--- src/rtl/cache_assoc.sv ---
// N-way set-associative write-back / write-allocate cache with LRU replacement.
// Optional access/miss statistics counters are built only when CACHE_STATS_EN is defined.
module cache_assoc #(
    parameter int WORD_SIZE  = 16,
    parameter int LINE_WORDS = 4,
    parameter int SETS       = 4,
    parameter int WAYS       = 2
) (
    input  logic                            clk,
    input  logic                            reset_n,
    input  logic                            req_read,
    input  logic                            req_write,
    input  logic [WORD_SIZE-1:0]            req_addr,
    input  logic [WORD_SIZE-1:0]            req_wdata,
    output logic [WORD_SIZE-1:0]            req_rdata,
    output logic                            req_ready,
    output logic                            mem_read,
    output logic                            mem_write,
    output logic [WORD_SIZE-1:0]            mem_addr,
    output logic [WORD_SIZE*LINE_WORDS-1:0] mem_wdata,
    input  logic [WORD_SIZE*LINE_WORDS-1:0] mem_rdata,
    input  logic                            mem_ready,
    output logic [WORD_SIZE-1:0]            num_cache_access,
    output logic [WORD_SIZE-1:0]            num_cache_miss
);
    localparam int OFF   = $clog2(LINE_WORDS);
    localparam int IDX   = $clog2(SETS);
    localparam int TAG   = WORD_SIZE - OFF - IDX;
    localparam int LINE  = WORD_SIZE * LINE_WORDS;
    localparam int IDX_W = (IDX > 0) ? IDX : 1;
    localparam int WAY_W = (WAYS > 1) ? $clog2(WAYS) : 1;

    // Request handshake: a request (req_read or req_write) is held until req_ready,
    // and completes on the rising edge where req_ready is high.
    typedef enum logic [1:0] {IDLE, WB, REFILL} state_t;
    state_t state, state_next;

    logic [LINE-1:0]  data_q  [SETS][WAYS];
    logic [TAG-1:0]   tag_q   [SETS][WAYS];
    logic             valid_q [SETS][WAYS];
    logic             dirty_q [SETS][WAYS];
    logic [WAY_W-1:0] age_q   [SETS][WAYS];
    logic [WAY_W-1:0] victim_q;

    logic [IDX_W-1:0] set_idx;
    logic [TAG-1:0]   req_tag;
    logic [OFF-1:0]   word_off;
    logic             hit, found_invalid, lookup, miss, fill_done;
    logic [WAY_W-1:0] hit_way, victim;
    logic [LINE-1:0]  hit_line;

    assign word_off  = req_addr[OFF-1:0];
    assign req_tag   = req_addr[WORD_SIZE-1 -: TAG];
    assign set_idx   = IDX_W'((req_addr >> OFF) & WORD_SIZE'(SETS - 1));
    assign lookup    = (state == IDLE) && (req_read || req_write);
    assign req_ready = lookup && hit;
    assign miss      = lookup && !hit;
    assign fill_done = (state == REFILL) && mem_ready;

    always_comb begin
        hit     = 1'b0;
        hit_way = '0;
        for (int w = 0; w < WAYS; w++) begin
            if (valid_q[set_idx][w] && (tag_q[set_idx][w] == req_tag)) begin
                hit     = 1'b1;
                hit_way = WAY_W'(w);
            end
        end
    end

    // Ages are a permutation, so the LRU way is the one holding age WAYS-1.
    always_comb begin
        victim        = '0;
        found_invalid = 1'b0;
        for (int w = WAYS - 1; w >= 0; w--) begin
            if (!valid_q[set_idx][w]) begin
                victim        = WAY_W'(w);
                found_invalid = 1'b1;
            end
        end
        if (!found_invalid) begin
            for (int w = 0; w < WAYS; w++) begin
                if (age_q[set_idx][w] == WAY_W'(WAYS - 1)) victim = WAY_W'(w);
            end
        end
    end

    always_comb begin
        hit_line  = data_q[set_idx][hit_way];
        req_rdata = '0;
        if (req_ready && req_read) req_rdata = hit_line[int'(word_off)*WORD_SIZE +: WORD_SIZE];
    end

    always_comb begin
        state_next = state;
        mem_read   = 1'b0;
        mem_write  = 1'b0;
        mem_addr   = '0;
        mem_wdata  = '0;
        case (state)
            IDLE: begin
                if (miss) begin
                    if (valid_q[set_idx][victim] && dirty_q[set_idx][victim]) state_next = WB;
                    else                                                      state_next = REFILL;
                end
            end
            WB: begin
                mem_write = 1'b1;
                mem_addr  = (WORD_SIZE'(tag_q[set_idx][victim_q]) << (OFF + IDX))
                          | (WORD_SIZE'(set_idx) << OFF);
                mem_wdata = data_q[set_idx][victim_q];
                if (mem_ready) state_next = REFILL;
            end
            REFILL: begin
                mem_read = 1'b1;
                mem_addr = req_addr & ~WORD_SIZE'(LINE_WORDS - 1);
                if (mem_ready) state_next = IDLE;
            end
            default: state_next = IDLE;
        endcase
    end

    always_ff @(posedge clk or negedge reset_n) begin
        if (!reset_n) begin
            state    <= IDLE;
            victim_q <= '0;
            for (int s = 0; s < SETS; s++) begin
                for (int w = 0; w < WAYS; w++) begin
                    valid_q[s][w] <= 1'b0;
                    dirty_q[s][w] <= 1'b0;
                    age_q[s][w]   <= WAY_W'(w);
                end
            end
        end else begin
            state <= state_next;
            if (miss) victim_q <= victim;
            if (req_ready) begin
                for (int w = 0; w < WAYS; w++) begin
                    if (WAY_W'(w) == hit_way)
                        age_q[set_idx][w] <= '0;
                    else if (age_q[set_idx][w] < age_q[set_idx][hit_way])
                        age_q[set_idx][w] <= age_q[set_idx][w] + 1'b1;
                end
                if (req_write) dirty_q[set_idx][hit_way] <= 1'b1;
            end
            if (fill_done) begin
                valid_q[set_idx][victim_q] <= 1'b1;
                dirty_q[set_idx][victim_q] <= 1'b0;
            end
        end
    end

    // Line payload and tags need no reset: they are qualified by valid_q.
    always_ff @(posedge clk) begin
        if (req_ready && req_write)
            data_q[set_idx][hit_way][int'(word_off)*WORD_SIZE +: WORD_SIZE] <= req_wdata;
        if (fill_done) begin
            data_q[set_idx][victim_q] <= mem_rdata;
            tag_q[set_idx][victim_q]  <= req_tag;
        end
    end

`ifdef CACHE_STATS_EN
    always_ff @(posedge clk or negedge reset_n) begin
        if (!reset_n) begin
            num_cache_access <= '0;
            num_cache_miss   <= '0;
        end else begin
            if (req_ready) num_cache_access <= num_cache_access + 1'b1;
            if (miss)      num_cache_miss   <= num_cache_miss + 1'b1;
        end
    end
`else
    assign num_cache_access = '0;
    assign num_cache_miss   = '0;
`endif

endmodule

--- config.mk ---
export PLATFORM = sky130hd
export DESIGN_NAME = cache_assoc
export DESIGN_NICKNAME = d
export VERILOG_FILES = /design/src/rtl/cache_assoc.sv
export SDC_FILE = /design/constraint.sdc
export NUM_CORES = 1
export LEC_CHECK = 0
export CAP_MARGIN = 40
export CORE_MARGIN = 2
export CORE_UTILIZATION = 41
export DETAILED_ROUTE_END_ITERATION = 7
export HOLD_SLACK_MARGIN = 0.05
export PLACE_DENSITY = 0.68
export SYNTH_ARGS = -nofsm -noshare
export SYNTH_HDL_FRONTEND = slang
export SYNTH_SLANG_ARGS = --single-unit
--- constraint.sdc ---
create_clock -name clk -period 6.4 [get_ports clk]
set_input_delay 1.28 -clock clk [delete_from_list [all_inputs] [get_ports clk]]
set_output_delay 1.28 -clock clk [all_outputs]
set_load 0.005 [all_outputs]
# Word level (Yosys, flattened, before mapping)
# Memory sizes are Yosys's and may differ from the RTL's.
# Index checks and enable logic that the tools add are counted.
# op_classes
n_addsub	3
n_lt_le_gt_ge	9
n_eq_ne	7
shift	3
muxes	207
bitwise_logic	141
n_reduce_logical	16
# op_table
op	n
$mux 64	9
$mux 128	2
$mux 1	153
$demux 64 s1	2
$or 1x1->1	128
$mux 8	8
$shift 16x33->64 const A	1
$shiftx 16x33->64	1
$shiftx 64x7->16	1
$mux 12	4
$neg 6->33	1
$pmux 16 s2	1
$mux 2	13
$and 8x8->8	3
$eq 12x12->1	2
$mux 24	1
$not 8->8	3
$bwmux 8	2
$demux 2 s2	4
$mux 16	1
$or 16x4->16	1
$or 8x8->8	2
$bmux 2 s2	3
$demux 12 s1	1
18 further kinds	39
# totals
reg_bits	27
ramBits	608
inputBits	101
out_inout_bits	131
elab_cells	414
mem_count	2
# mem_list
name	depth	width	rd	rd_clocked_by_memory_dff	write_ports	line	source
data_q	4	128	1	0	1	38	logic [LINE-1:0] data_q [SETS][WAYS];
tag_q	4	24	1	0	1	39	logic [TAG-1:0] tag_q [SETS][WAYS];

# Depth between registers and ports, before layout
# Gate-level depths: netlist of the first run.
# logic_depth
word_depth	18
depth_mapped	12
ltp_nobuf	7

# Worst setup path after synthesis of the first run
# Ideal clock, no wire load.
# synth_timing
path_kind	input to output
start	input req_addr[2]
end	output req_rdata[10]
t_arrival_ns	3.734
t_required_ns	5.120
path_slack_ns	1.386
cell_stages	11
n_path_buf	4
path_cell_list	buf_6 -> buf_6 -> mux4_2 -> xnor2_1 -> nand4_1 -> or4_1 -> buf_2 -> buf_2 -> mux2i_1 -> a221oi_2 -> o21a_1
# synth_via
elab_chain_cells	12
elab_cells_between_ends	21
classes_between	2 x eq/ne; 1 x shift; 10 x mux; 2 x bitwise; 4 x reduce/logical; 2 x memory
# synth_rtl
element	line	source
start: declaration	13	input logic [WORD_SIZE-1:0] req_addr,
parallel branches: the longest is 11 deep, another holds $mem_v2 4x24	-	
$mux 16 (*)	91	if (req_ready && req_read) req_rdata = hit_line[int'(word_off)*WORD_SIZE +: WORD_SIZE];
end: declaration	15	output logic [WORD_SIZE-1:0] req_rdata,
# Every way passes the cells marked *. The select of a mux whose other input is x is not followed.

# Worst setup path after layout of the first run
# layout_timing
start	input req_addr[2]
end	output req_rdata[12]
# The elaborated chain is that of the path after synthesis.

==> run metrics, run 1 <==
status complete, no violations; Initial DRC Count 2017; routed len/inst between 20 and 30 um; Peak supply drop 0.0001773 V; Row Count 96; FF+latch count, synth around 640; GRT Total Usage 21.48%; Tot Pwr about 0.011 W; initial core utilization about two fifths; post-route minimum period approximately 6000 ps; Post-synth top flop edfxtp_1; Worst slew margin 38.63%; Worst-Margin Slew between 900 and 1000 ps; Avg Synthesized Cell Area between 15 and 20 um2; worst hold path type reg -> reg; drt pass-1 iters 6; initial antenna violation count 2; DRC 0; fraction of the yosys area taken by sequential cells around 67%; number of nets in the layout ~2100; Worst-Skew Late Latency 610 ps; GRT overflow 0; ys async rst share under 10%; critical path required time just over 5000 ps; number of global-route vias before repair around 17000; Crit. End Element output port; Chip Height roughly 270 um; Max clock buf depth 3; critical path class in -> out; Finished Core Util between 40% and 50%; final worst-path cycle share between 90% and 100%; Yosys warnings 0; largest net degree at the start of global routing ~110; CTS tree built; Die W around 270 um; Via Count about 17000; post_cts resized 0; gpl congestion slightly below 0.9; H-tree levels 3; post-synth cell types 42; Hold Path Stages 1; post-synthesis instance area approximately 28000 um2; skew final approximately 24 ps; port buffer count approximately 200; post-CTS repair timing setup buffer count 0; total wire length between 70000 and 80000 um; die area ~71000 um2; root buffer cell clkbuf_16; Leakage 11.69 nW; Antenna Nets Post-Route 0; RSZ-0062 raised after global routing false; hold slack approximately 470 ps; placed wire-length estimate about 50000 um; CTS Hold Buffers Added 0; Final Hold Vio Count 0; n_diodes 0; layout cells sized above 1 between 10% and 20%; Post-Syn Instances about 1700; Max Fclk about 160 MHz; Max-Cap Viols 0; first-pass GRT wire length around 110000 um; PwrDens between 300 and 400 nW/um2; Reg2Reg Depth 8; CP Data Arrival Time 4790 ps; Area Growth Syn to Fin 19.93%; num ports 232; crit-path max FO 27; Setup TNS 0 ps; Setup-failing EPs final 0; Setup crit start kind primary input; Post-synth EDFFs roughly 610; core footprint between 60000 and 70000 um2; Clock transition at path regs 60 ps; Slew Viols, Final 0; CTS sink cnt 635; detailed-route vias per instance around 5.7; Num CTS Buffers ~70
-- placed cells by master, fill, tap and decap left out, types with 22 or more instances in the layout --
| cell type | netlist | layout |
|---|---|---|
| clkbuf_16 | 0 | 68 |
| mux4_2 | 158 | 158 |
| nand2_1 | 201 | 201 |
| buf_4 | 34 | 70 |
| edfxtp_1 | 608 | 608 |
| nor2b_1 | 79 | 79 |
| xnor2_1 | 24 | 24 |
| clkdlybuf4s50_1 | 0 | 195 |
| nor2_1 | 40 | 35 |
| mux2i_1 | 144 | 144 |
| o21ai_0 | 140 | 140 |
| dfrtp_1 | 23 | 22 |
| conb_1 | 1 | 34 |
-- cells by family after synthesis --
kind of cell    count (synthesis)  synth area share, %
flops                         635                67.11
simple gates                  359                5.893
other cells                     1              0.01329
compound gates                228                4.997
mux                           315                18.24
fa+ha+maj                       8               0.3547
buf+inv                       149                2.647
xor+xnor                       24               0.7449
-- state kept, by name (all words and copies together), names as in the netlist --
| register | cells |
|---|---|
| victim_q | 1 |
| age_q | 8 |
| dirty_q | 8 |
| valid_q | 8 |
| tag_q | 96 |
| data_q | 512 |
| state | 2 |
-- synthesized netlist by cell type, types with 2 or more instances --
master       n  share of area, %
mux2i_1    144               5.1
nand3_1      6              0.11
a221oi_1     6              0.19
xnor2_1     24              0.74
dfrtp_1     23               2.0
dfstp_2      4              0.37
nand2_1    201               2.7
nand2b_1     2             0.044
clkbuf_1    63              0.84
mux2_2      13              0.52
a21oi_1     16              0.28
inv_1        6             0.080
o21a_1      17              0.45
a22oi_1     12              0.32
nor2b_1     79               1.8
o21ai_0    140               2.5
or4_1        2             0.053
nor3b_1      4              0.11
buf_6        5              0.20
nand4_1      5              0.11
buf_2       18              0.32
buf_1       23              0.31
nor2_1      40              0.53
ha_1         8              0.35
mux4_2     158                13
a31oi_1      3             0.067
and3_1       5              0.11
a2bb2oi_1    3             0.093
buf_4       34              0.90
or2_2       11              0.24
a21o_1      17              0.45
edfxtp_1   608                65
a221oi_2    10              0.53
-- path summary, 6_finish.rpt --
| kind | from | end | slack, ps |
|---|---|---|---|
| max | req_addr[2] | req_rdata[12] | 330 |
| min reg2reg | valid_q[6] | valid_q[6] | 470 |
| max reg2reg | tag_q[3][16] | data_q[1][116] | 2520 |
| max in group asynchronous | reset_n | age_q[2] | 5010 |
| min | valid_q[6] | valid_q[6] | 470 |
| min in group asynchronous | reset_n | valid_q[0] | 1070 |
-- final cells by class --
type	count	area (um2)
clock buffer	85	1775
clock inverter	36	396.6
fill	5576	34500
inverter	6	22.52
multi-input combinational	968	8706
sequential	635	18940
tap	882	1104
timing repair buffer	284	2897
-- worst max-delay path, cell delays in order --
cell	delay [ps]
buf_8	280
mux4_2	590
xnor2_1	180
nand4_1	200
or4_4	710
buf_12	240
mux2i_1	310
mux2i_1	140
buf_4	160
o21a_1	190
clkdlybuf4s50_1	460
-- layer usage --
metal,up-vias,part of all wire [%],global-route usage (%)
met4,4,4.4,9.414
met1,8422,39,29.31
met5,-,0.034,0
met3,127,9.7,5.277
met2,841,47,32.81
li1,7128,-,-
-- power breakdown --
part	switching [W]	leakage (nW)	internal (W)
combinational	0.00110	4.67	0.000655
clock	0.00163	1.05	0.00223
sequential	0.0000737	5.96	0.00495
total	0.00281	11.7	0.00784
-- metrics by stage --
step	instance area (um2)	setup slack [ps]	instances
after floorplan	28340	1386	1752
after global placement	31360	274.0	2762
after detailed placement	31670	247.2	2775
after CTS	33840	245.9	2896
after global routing	33840	87.30	2896
final	33840	326.2	2896
No activity file was read; power rests on OpenSTA's default activity.
==> inputs of run 2 (changes only) <==
SLEW_MARGIN = 10   (was default)
clock period = 6.9 ns   (was 6.4 ns; I/O delays follow)
==> run 2 against run 1 <==
  * Clock power shrank 4%
  * Sequential cell count did not move
  * Combinational power down 9%
  * Via count up 0.15%
  * Critical path depth fell by 1
  * Design area shrank 0.24%
  * Routed wire length increased by 0.41%
  * Sequential share of layout area increased by 0.14 points
  * Clock skew increased by 19 ps
  * Non-clock buffer count decreased by 19
  * Largest power group unchanged
==> run metrics, run 2 (synthesis results as in run 1) <==
first-pass GRT wire length 110800 um; CTS tree built; M1 WL 30820 um; number of nets in the layout 2053; metal2 WL 35940 um; CTS Hold Buffers Added 0; num ports about 230; post_cts resized 0; GRT overflow 0; Num CTS Buffers slightly below 70; Final Hold Vio Count 0; Worst slew margin a little over two fifths; placed wire-length estimate between 50000 and 60000 um; port buffer count 197; most common cell after layout, fill and taps aside edfxtp_1; n_diodes 0; Setup-failing EPs final 0; critical path required time 5520 ps; total wire length between 70000 and 80000 um; PwrDens approximately 300 nW/um2; Chip Height 266.3 um; fin cells 2880; Clock transition at path regs 60 ps; initial antenna violation count 1; top flop regs data_q: 512 flops, tag_q: 96 flops; Peak supply drop just under 0.0002 V; crit-path max FO 64; critical path class in -> out; Max clock buf depth 3; reg-to-reg startpoint tag_q[3][21]; Hold Path Stages 1; hold_sp valid_q[2]; Leakage 11.62 nW; commonest non-fill, non-tap cells in the layout edfxtp_1 (608), nand2_1 (201), clkdlybuf4s50_1 (195); Antenna Nets Post-Route 0; final worst-path cycle share a little over nine tenths; Row Count 96; largest register by flop count data_q; RR Endpoint data_q[1][70]; Slew Viols, Final 0; Initial DRC Count 1866; routed len/inst 26.54 um; post-route minimum period ~6600 ps; reg2reg setup slack approximately 3100 ps; Worst-Margin Slew 863.4 ps; Setup crit start kind primary input; Met3 Wirelength roughly 6600 um; RSZ-0062 raised after global routing false; max incr delay on CP ~650 ps; initial core utilization between 40% and 50%; Crit. End Element output port; post-CTS repair timing setup buffer count 0; Finished Core Util roughly 49%; detailed-route vias per instance approximately 5.7; Placed Instances between 2000 and 3000; Filler cells approximately 5600; gpl congestion ~0.86; Max Fclk between 150 and 200 MHz; Via Count around 17000; CP Cell Sequence buf_8 > mux4_2 > xnor2_1 > nand4_1 > or4_4 > buf_12 > mux2i_1 > mux2i_1 > o21a_1 > clkdlybuf4s50_1; CP most frequent cell mux2i_1; DRC 0; largest net degree at the start of global routing 75; skew final about 43 ps; status complete, no violations; Area Growth Syn to Fin 19.64%; drt pass-1 iters 6; die area around 71000 um2; worst hold path type reg -> reg; Tot Pwr between 0.009 and 0.01 W; root buffer cell clkbuf_16; Worst-Skew Late Latency 620 ps; highest metal used met5; core footprint 68350 um2; final worst slack around 280 ps; H-tree levels 3; Reg2Reg Depth 8; pre-CTS WS between 300 and 400 ps; Setup TNS 0 ps; number of global-route vias before repair about 16000; layout cells sized above 1 around a fifth; CP Data Arrival Time ~5200 ps; Die W between 200 and 300 um; GRT Total Usage between 20% and 30%; max FFs per register a little over 500; hold endpoint valid_q[2]; CTS sink cnt between 600 and 700; Max-Cap Viols 0; CP max-delay cell mux2i_1
## run 2: changes by cell type in the layout (fill, tap and decap cells not counted), moves of 2 or more
cell	previous run	this run
buf_16	9	6
buf_4	70	52
buf_8	4	7
bufinv_16	6	8
clkbuf_1	16	12
clkinv_1	14	17
clkinv_16	0	3
clkinvlp_4	1	3
inv_6	3	0
nor2_1	35	39
nor2_2	4	0
## run 2: worst max-delay path, delay by kind of cell
| family | cells | cell delay [ps] |
|---|---|---|
| buf+inv | 3 | 1030 |
| compound gates | 1 | 210 |
| mux | 3 | 1500 |
| xor+xnor | 1 | 170 |
| simple gates | 2 | 830 |
## run 2: per-stage QoR
step / area [um2] / hold WS, ps
6_report: 33760 / 460.0
2_1_floorplan: 28340 / 433.7
5_1_grt: 33760 / 479.8
3_3_place_gp: 31150 / 446.1
3_5_place_dp: 31450 / 449.5
4_1_cts: 33740 / 463.7
## run 2: per-layer routing
layer | track usage, % | vias to the layer above
met5 | 0 | -
met4 | 8.442 | 4
met3 | 4.741 | 117
met2 | 33.65 | 768
met1 | 29.56 | 8567
li1 | - | 7090
## run 2: how the worst max path moves through the flow
| stage | from | endpoint | slack (ps) | depth (start not counted) |
|---|---|---|---|---|
| detailed placement | req_addr[2] | req_rdata[6] | 330 | 10 |
| CTS | req_addr[2] | req_rdata[6] | 320 | 10 |
| global placement | req_addr[2] | req_rdata[6] | 300 | 10 |
| global route | req_addr[2] | req_rdata[6] | 210 | 10 |
| finish | req_addr[2] | req_rdata[6] | 280 | 10 |
| floorplan | req_addr[2] | req_rdata[10] | 1690 | 11 |
## run 2: where the power goes
group	internal, W	total, W	switching [W]
clock	0.00216	0.00372	0.00156
sequential	0.00459	0.00466	0.0000664
combinational	0.000588	0.00161	0.00102
total	0.00733	0.00999	0.00265
## run 2: final cells by class
cell class / instances / area, um2 / area share, %
clock buffers: 81 / 1760 / 5.215
clock inverters: 43 / 531.8 / 1.575
inverters: 6 / 22.52 / 0.06671
multi-input cells: 968 / 8696 / 25.76
flip-flops and latches: 635 / 18940 / 56.11
well taps: 882 / 1104 / 3.269
repair buffers: 265 / 2704 / 8.009
